### src/rtl/trisc_pkg.sv
// Shared types and widths for the TRISC RAM port arbiter slice.
package trisc_pkg;

  localparam int unsigned TRISC_ADDR_W = 4;
  localparam int unsigned TRISC_DATA_W = 8;

  typedef enum logic [1:0] {
    OWN_NONE = 2'b00,
    OWN_CPU  = 2'b01,
    OWN_LDR  = 2'b10
  } owner_t;

endpackage

### src/rtl/arb_wait_ctr.sv
// Saturating 4-bit count of consecutive lost arbitration cycles for one requester.
module arb_wait_ctr
  import trisc_pkg::*;
#(
  parameter int unsigned MAX_WAIT = 3
) (
  input  logic clk_i,
  input  logic rst_ni,
  input  logic inc_i,
  input  logic clr_i,
  output logic wait_hit_o
);

  localparam logic [3:0] MaxWaitC = 4'(MAX_WAIT);

  logic [3:0] cnt_q, cnt_d;

  always_comb begin
    cnt_d = cnt_q;
    if (clr_i) begin
      cnt_d = 4'h0;
    end else if (inc_i && (cnt_q != 4'hF)) begin
      cnt_d = cnt_q + 4'h1;
    end
  end

  always_ff @(posedge clk_i or negedge rst_ni) begin
    if (!rst_ni) begin
      cnt_q <= 4'h0;
    end else begin
      cnt_q <= cnt_d;
    end
  end

  assign wait_hit_o = (cnt_q >= MaxWaitC);

endmodule

### src/rtl/ram_port_arbiter.sv
// Cycle-by-cycle arbiter sharing the single-port program/data RAM between CPU and loader.
// Optional macro TRISC_ARB_LOCK_EN adds CpuLock for atomic CPU read-modify-write sequences.
module ram_port_arbiter
  import trisc_pkg::*;
#(
  parameter int unsigned ADDR_W   = TRISC_ADDR_W,
  parameter int unsigned DATA_W   = TRISC_DATA_W,
  parameter int unsigned MAX_WAIT = 3,
  parameter int unsigned PRIO_LDR = 0
) (
  input  logic              SysClock,
  input  logic              ResetN,
  input  logic              CpuReq,
  input  logic              CpuWe,
  input  logic [ADDR_W-1:0] CpuAddr,
  input  logic [DATA_W-1:0] CpuWdata,
`ifdef TRISC_ARB_LOCK_EN
  input  logic              CpuLock,
`endif
  output logic              CpuGnt,
  output logic              CpuRvalid,
  output logic [DATA_W-1:0] CpuRdata,
  input  logic              LdrReq,
  input  logic              LdrWe,
  input  logic [ADDR_W-1:0] LdrAddr,
  input  logic [DATA_W-1:0] LdrWdata,
  output logic              LdrGnt,
  output logic              LdrRvalid,
  output logic [DATA_W-1:0] LdrRdata,
  output logic [ADDR_W-1:0] RamAddr,
  output logic [DATA_W-1:0] RamData,
  output logic              RamWren,
  output logic              RamEn,
  input  logic [DATA_W-1:0] RamQ,
  output logic [1:0]        Owner
);

  owner_t            owner_q, owner_d;
  logic              cpu_rv_q, ldr_rv_q;
  logic [ADDR_W-1:0] addr_q;
  logic [DATA_W-1:0] data_q;

  logic cpu_hit, ldr_hit, lock_hold;
  logic cpu_win, ldr_win;
  logic cpu_gnt, ldr_gnt;

  arb_wait_ctr #(
    .MAX_WAIT (MAX_WAIT)
  ) u_cpu_wait (
    .clk_i      (SysClock),
    .rst_ni     (ResetN),
    .inc_i      (CpuReq & ~cpu_gnt),
    .clr_i      (~CpuReq | cpu_gnt),
    .wait_hit_o (cpu_hit)
  );

  arb_wait_ctr #(
    .MAX_WAIT (MAX_WAIT)
  ) u_ldr_wait (
    .clk_i      (SysClock),
    .rst_ni     (ResetN),
    .inc_i      (LdrReq & ~ldr_gnt),
    .clr_i      (~LdrReq | ldr_gnt),
    .wait_hit_o (ldr_hit)
  );

`ifdef TRISC_ARB_LOCK_EN
  // Lock only bites while the CPU still owns the port and keeps requesting.
  assign lock_hold = (owner_q == OWN_CPU) & CpuLock & CpuReq;
`else
  assign lock_hold = 1'b0;
`endif

  always_comb begin
    cpu_win = 1'b0;
    ldr_win = 1'b0;
    if (CpuReq && LdrReq) begin
      if (lock_hold) begin
        cpu_win = 1'b1;
      end else if (ldr_hit) begin
        ldr_win = 1'b1;
      end else if (cpu_hit) begin
        cpu_win = 1'b1;
      end else if (PRIO_LDR != 0) begin
        ldr_win = 1'b1;
      end else begin
        cpu_win = 1'b1;
      end
    end else begin
      cpu_win = CpuReq;
      ldr_win = LdrReq;
    end
  end

  // Grants are masked during reset so no RAM access can slip through.
  assign cpu_gnt = cpu_win & ResetN;
  assign ldr_gnt = ldr_win & ResetN;

  always_comb begin
    owner_d = OWN_NONE;
    if (cpu_gnt) begin
      owner_d = OWN_CPU;
    end else if (ldr_gnt) begin
      owner_d = OWN_LDR;
    end
  end

  always_ff @(posedge SysClock or negedge ResetN) begin
    if (!ResetN) begin
      owner_q  <= OWN_NONE;
      cpu_rv_q <= 1'b0;
      ldr_rv_q <= 1'b0;
      addr_q   <= '0;
      data_q   <= '0;
    end else begin
      owner_q  <= owner_d;
      cpu_rv_q <= cpu_gnt & ~CpuWe;
      ldr_rv_q <= ldr_gnt & ~LdrWe;
      if (cpu_gnt) begin
        addr_q <= CpuAddr;
        data_q <= CpuWdata;
      end else if (ldr_gnt) begin
        addr_q <= LdrAddr;
        data_q <= LdrWdata;
      end
    end
  end

  always_comb begin
    RamEn   = cpu_gnt | ldr_gnt;
    RamWren = (cpu_gnt & CpuWe) | (ldr_gnt & LdrWe);
    RamAddr = addr_q;
    RamData = data_q;
    if (cpu_gnt) begin
      RamAddr = CpuAddr;
      RamData = CpuWdata;
    end else if (ldr_gnt) begin
      RamAddr = LdrAddr;
      RamData = LdrWdata;
    end
  end

  assign CpuGnt    = cpu_gnt;
  assign LdrGnt    = ldr_gnt;
  assign CpuRvalid = cpu_rv_q;
  assign LdrRvalid = ldr_rv_q;
  assign CpuRdata  = RamQ;
  assign LdrRdata  = RamQ;
  assign Owner     = owner_q;

  a_one_grant : assert property (@(posedge SysClock) disable iff (!ResetN) !(CpuGnt && LdrGnt));

endmodule

### config.mk
export PLATFORM = sky130hd
export DESIGN_NAME = ram_port_arbiter
export DESIGN_NICKNAME = d
export VERILOG_FILES = /design/src/rtl/trisc_pkg.sv /design/src/rtl/arb_wait_ctr.sv /design/src/rtl/ram_port_arbiter.sv
export SDC_FILE = /design/constraint.sdc
export NUM_CORES = 1
export LEC_CHECK = 0
export BUFFER_PORTS_ARGS = -buffer_cell sky130_fd_sc_hd__buf_2
export CAP_MARGIN = 25
export CORE_MARGIN = 1.5
export CORE_UTILIZATION = 44
export DETAILED_ROUTE_END_ITERATION = 6
export PLACE_DENSITY_LB_ADDON = 0.1
export RECOVER_POWER = 50
export SYNTH_ARGS = -nofsm -noshare
export SYNTH_HDL_FRONTEND = slang
export SYNTH_HIERARCHICAL = 1
export SYNTH_SLANG_ARGS = --single-unit
export TNS_END_PERCENT = 1
### constraint.sdc
create_clock -name SysClock -period 5.5 [get_ports SysClock]
set_input_delay 0.275 -clock SysClock [delete_from_list [all_inputs] [get_ports SysClock]]
set_output_delay 0.275 -clock SysClock [all_outputs]
set_load 0.01 [all_outputs]
==> results.md <==
- Diode count: 0
- Num CTS Buffers: 3
- Top-area cell type share of the netlist area: 46.46%
- Max stage delay on crit path: 900 ps
- Post-CTS setup-driven buffer insertion count: 0
- Synth warn: 6
- CTS resizes: 0
- CTS tree: done
- First-iteration detailed-routing DRC count: 17
- Clock-pin slew on the worst setup and hold paths: 110 ps
- Area post-placement: 1204 um^2
- Drt pass-1 iters: 4
- Synth top cells by count: dfrtp_1 (20), buf_4 (16), a221o_1 (12)
- Met3 Usage GRT: 6.000%
- Critical path required time: 5220 ps
- Hold path endpoint: LdrRvalid
- Met1 usage: 20.84%
- CTS root buffer: clkbuf_4
- CP top delay family: buffers and inverters
- Register area share after synthesis: 46.46%
- DR vias: 801
- Grt ovf: 0
- IO Port Bufs: 49
- Comb power frac: 22.4%
- Reg2reg path depth: 8
- Leakage power: 0.6324 nW
- Crit path time final: 3149 ps
- Number of synthesized flops with an enable pin: 0
- H-tree depth: 1
- FMAX: 0.3176 GHz
- Switch Pwr: 0.08881 mW
- Ys flop type: dfrtp_1
- CP endpoint kind: output port
- Max-cap violation count: 0
- Mapped Area: 1077 um^2
- Worst reg-to-reg setup slack: 3050 ps
- Non-Filler Instances: 156
- Final nets: 168
- Clock power share: 26.8%
- # setup viols final: 0
- Global Route met2 Usage: 25.42%
- Avg Vias per Cell: 5.135
- Final instance area: 1246 um^2
- Crit path buf inv count: 3
- Fin crit share: 57.25%
- Final core occ: 55.27%
- Die H: 52.48 um
- Crit-path max FO: 23
- Die Wd: 52.48 um
- PwrDens: 261.4 nW/um^2
- Crit path kind: primary input to output port
- Reg-to-reg endpoint: u_ldr_wait/cnt_q[0]
- Post-Place Cells: 151
- Cells after Synth: 93
- Final wirelength: 2110 um
- Most common cell in the synthesized netlist: dfrtp_1
- Cell variety after synth: 27
- Slowest-stage cell, CP: clkbuf_1
- Largest net degree at the start of global routing: 24
- Slew Viols, Final: 0
- Clock Skew: 1.580 ps
- Clk_lat worst skew: 300 ps
- Hold Crit Depth: 2
- CTS Hold Bufs: 1
- Crit-path cells: dlygate4sd3_1 > clkbuf_1 > nand2_1 > a21oi_2 > a221o_1 > buf_2
- RD Place Congestion: 0.7370
- #FFs+latches synth: 20
- Core Box Area: 2255 um^2
- Slew margin rel.: 17.87%
- Site row count: 17
- Drc violations: 0
- Starting Density: 47.78%
- RSZ-0062 raised after global routing: no
- Global-route wire length before repair: 3249 um
- I/O pin total: 74
- Setup tns final: 0 ps
- Max VDD drop: 0.2327 mV
- Clock sink total: 20
- Final hold violations: 0
- CP Data Arrival Time: 2870 ps
- Leading post-synthesis cells by cell area: dfrtp_1 (46%), a221o_1 (11%), buf_4 (11%)
- Status: finished clean
- Pint: 0.2370 mW
- Area of the multi-input gates: 407.9 um^2
- Post-synth top area cell: dfrtp_1
- Initial antenna violation count: 0
- Register share of total power: 50.8%
- Busiest grt layer: met2
- Ys async rst share: 100.0%
- Fill count: 214
- DP HPWL: 1548 um
- Die area: 2754 um^2
- Area Overhead vs Synth: 15.68%
- Syn Area/Cell: 11.58 um^2
- Switching share of power: 27.26%
- Syn nets: 132
- Crit start category: primary input
- Avg WL per Cell: 13.53 um
- CTS Buffer Depth: 2
- Remaining antenna violation count: 0
- Register area: 500.5 um^2
- Hold wc startpoint: LdrWe
- Hold/Removal Path Class: primary input to flip-flop
- Ratio of cells with drive above 1 in the final layout: 45.31%
- Vias in the first global route: 754
- All-layer global routing usage: 15.97%
- Slew @ Worst Pin: 1232 ps
- Reg2Reg Launch Point: u_ldr_wait/cnt_q[0]
worst reg2reg max path: cells and delay by family, from the launching register on:
kind	cells	cell delay [ps]
compound gates	2	340
fa+ha+maj	1	290
buf+inv	2	250
flops	1	430
mux	1	320
simple gates	2	730
cell usage in the layout (no fill, tap or decap), types with 2 or more instances in the layout:
cell type   n
a21oi_1     2
a221o_1    12
and2_0      9
and2_1      3
buf_2      46
clkbuf_1    3
clkbuf_4    3
dfrtp_1    20
inv_1       4
nand2b_1    3
nor2b_1     3
nor3_1      2
state kept, by name (all words and copies together), names as in the netlist:
| register | flops |
|---|---|
| addr_q | 4 |
| LdrRvalid | 1 |
| u_ldr_wait/cnt_q | 4 |
| CpuRvalid | 1 |
| data_q | 8 |
| Owner | 2 |
layer usage:
metal	vias up	wire, um
li1	386	-
met1	368	935
met2	39	936
met3	8	214
met4	0	24
met5	-	0
through the flow:
| step | setup WS (ps) | total power [mW] | hold WS (ps) |
|---|---|---|---|
| 2_1_floorplan | 3198 | 0.2216 | -20.59 |
| 4_1_cts | 2709 | 0.3306 | 116.3 |
| 3_5_place_dp | 3058 | 0.2415 | 271.4 |
| 5_1_grt | 1995 | 0.3436 | 98.77 |
| 3_3_place_gp | 3115 | 0.2402 | 276.1 |
| 6_report | 2351 | 0.3258 | 126.0 |
power groups by stage:
stage	Combinational, mW	Sequential, mW	Clock, mW
5_1_grt	0.0805	0.167	0.0963
6_report	0.0731	0.165	0.0873
4_1_cts	0.0745	0.166	0.0906
2_1_floorplan	0.0544	0.167	0
3_5_place_dp	0.0736	0.168	0
3_3_place_gp	0.0728	0.167	0
worst max path at each step:
stage	start	end	slack (ps)	cells after the start
3_3_place_gp	u_ldr_wait/cnt_q[0]	RamData[3]	3110	5
6_report	ResetN	RamData[6]	2350	6
3_5_place_dp	u_ldr_wait/cnt_q[0]	u_ldr_wait/cnt_q[0]	3060	8
5_1_grt	ResetN	RamData[3]	1990	6
2_1_floorplan	u_ldr_wait/cnt_q[0]	u_ldr_wait/cnt_q[0]	3200	9
4_1_cts	u_ldr_wait/cnt_q[0]	RamData[6]	2710	5
area by class of cell:
| type | count | share of cell area (%) |
|---|---|---|
| sequential | 20 | 40.16 |
| multi-input combinational | 50 | 32.73 |
| timing repair buffer | 50 | 20.18 |
| clock buffer | 4 | 2.912 |
| tap | 28 | 2.811 |
| inverter | 4 | 1.205 |
kinds of logic after synthesis:
group	count (synthesis)	synth area share, %
flip-flops	20	46.46
adder cells (fa/ha/maj)	1	1.161
AO/OA/AOI/OAI	20	18.70
buffers and inverters	23	15.68
multiplexers	2	2.323
AND/OR/NAND/NOR	27	15.68
Power figures use the tool's default switching activity.
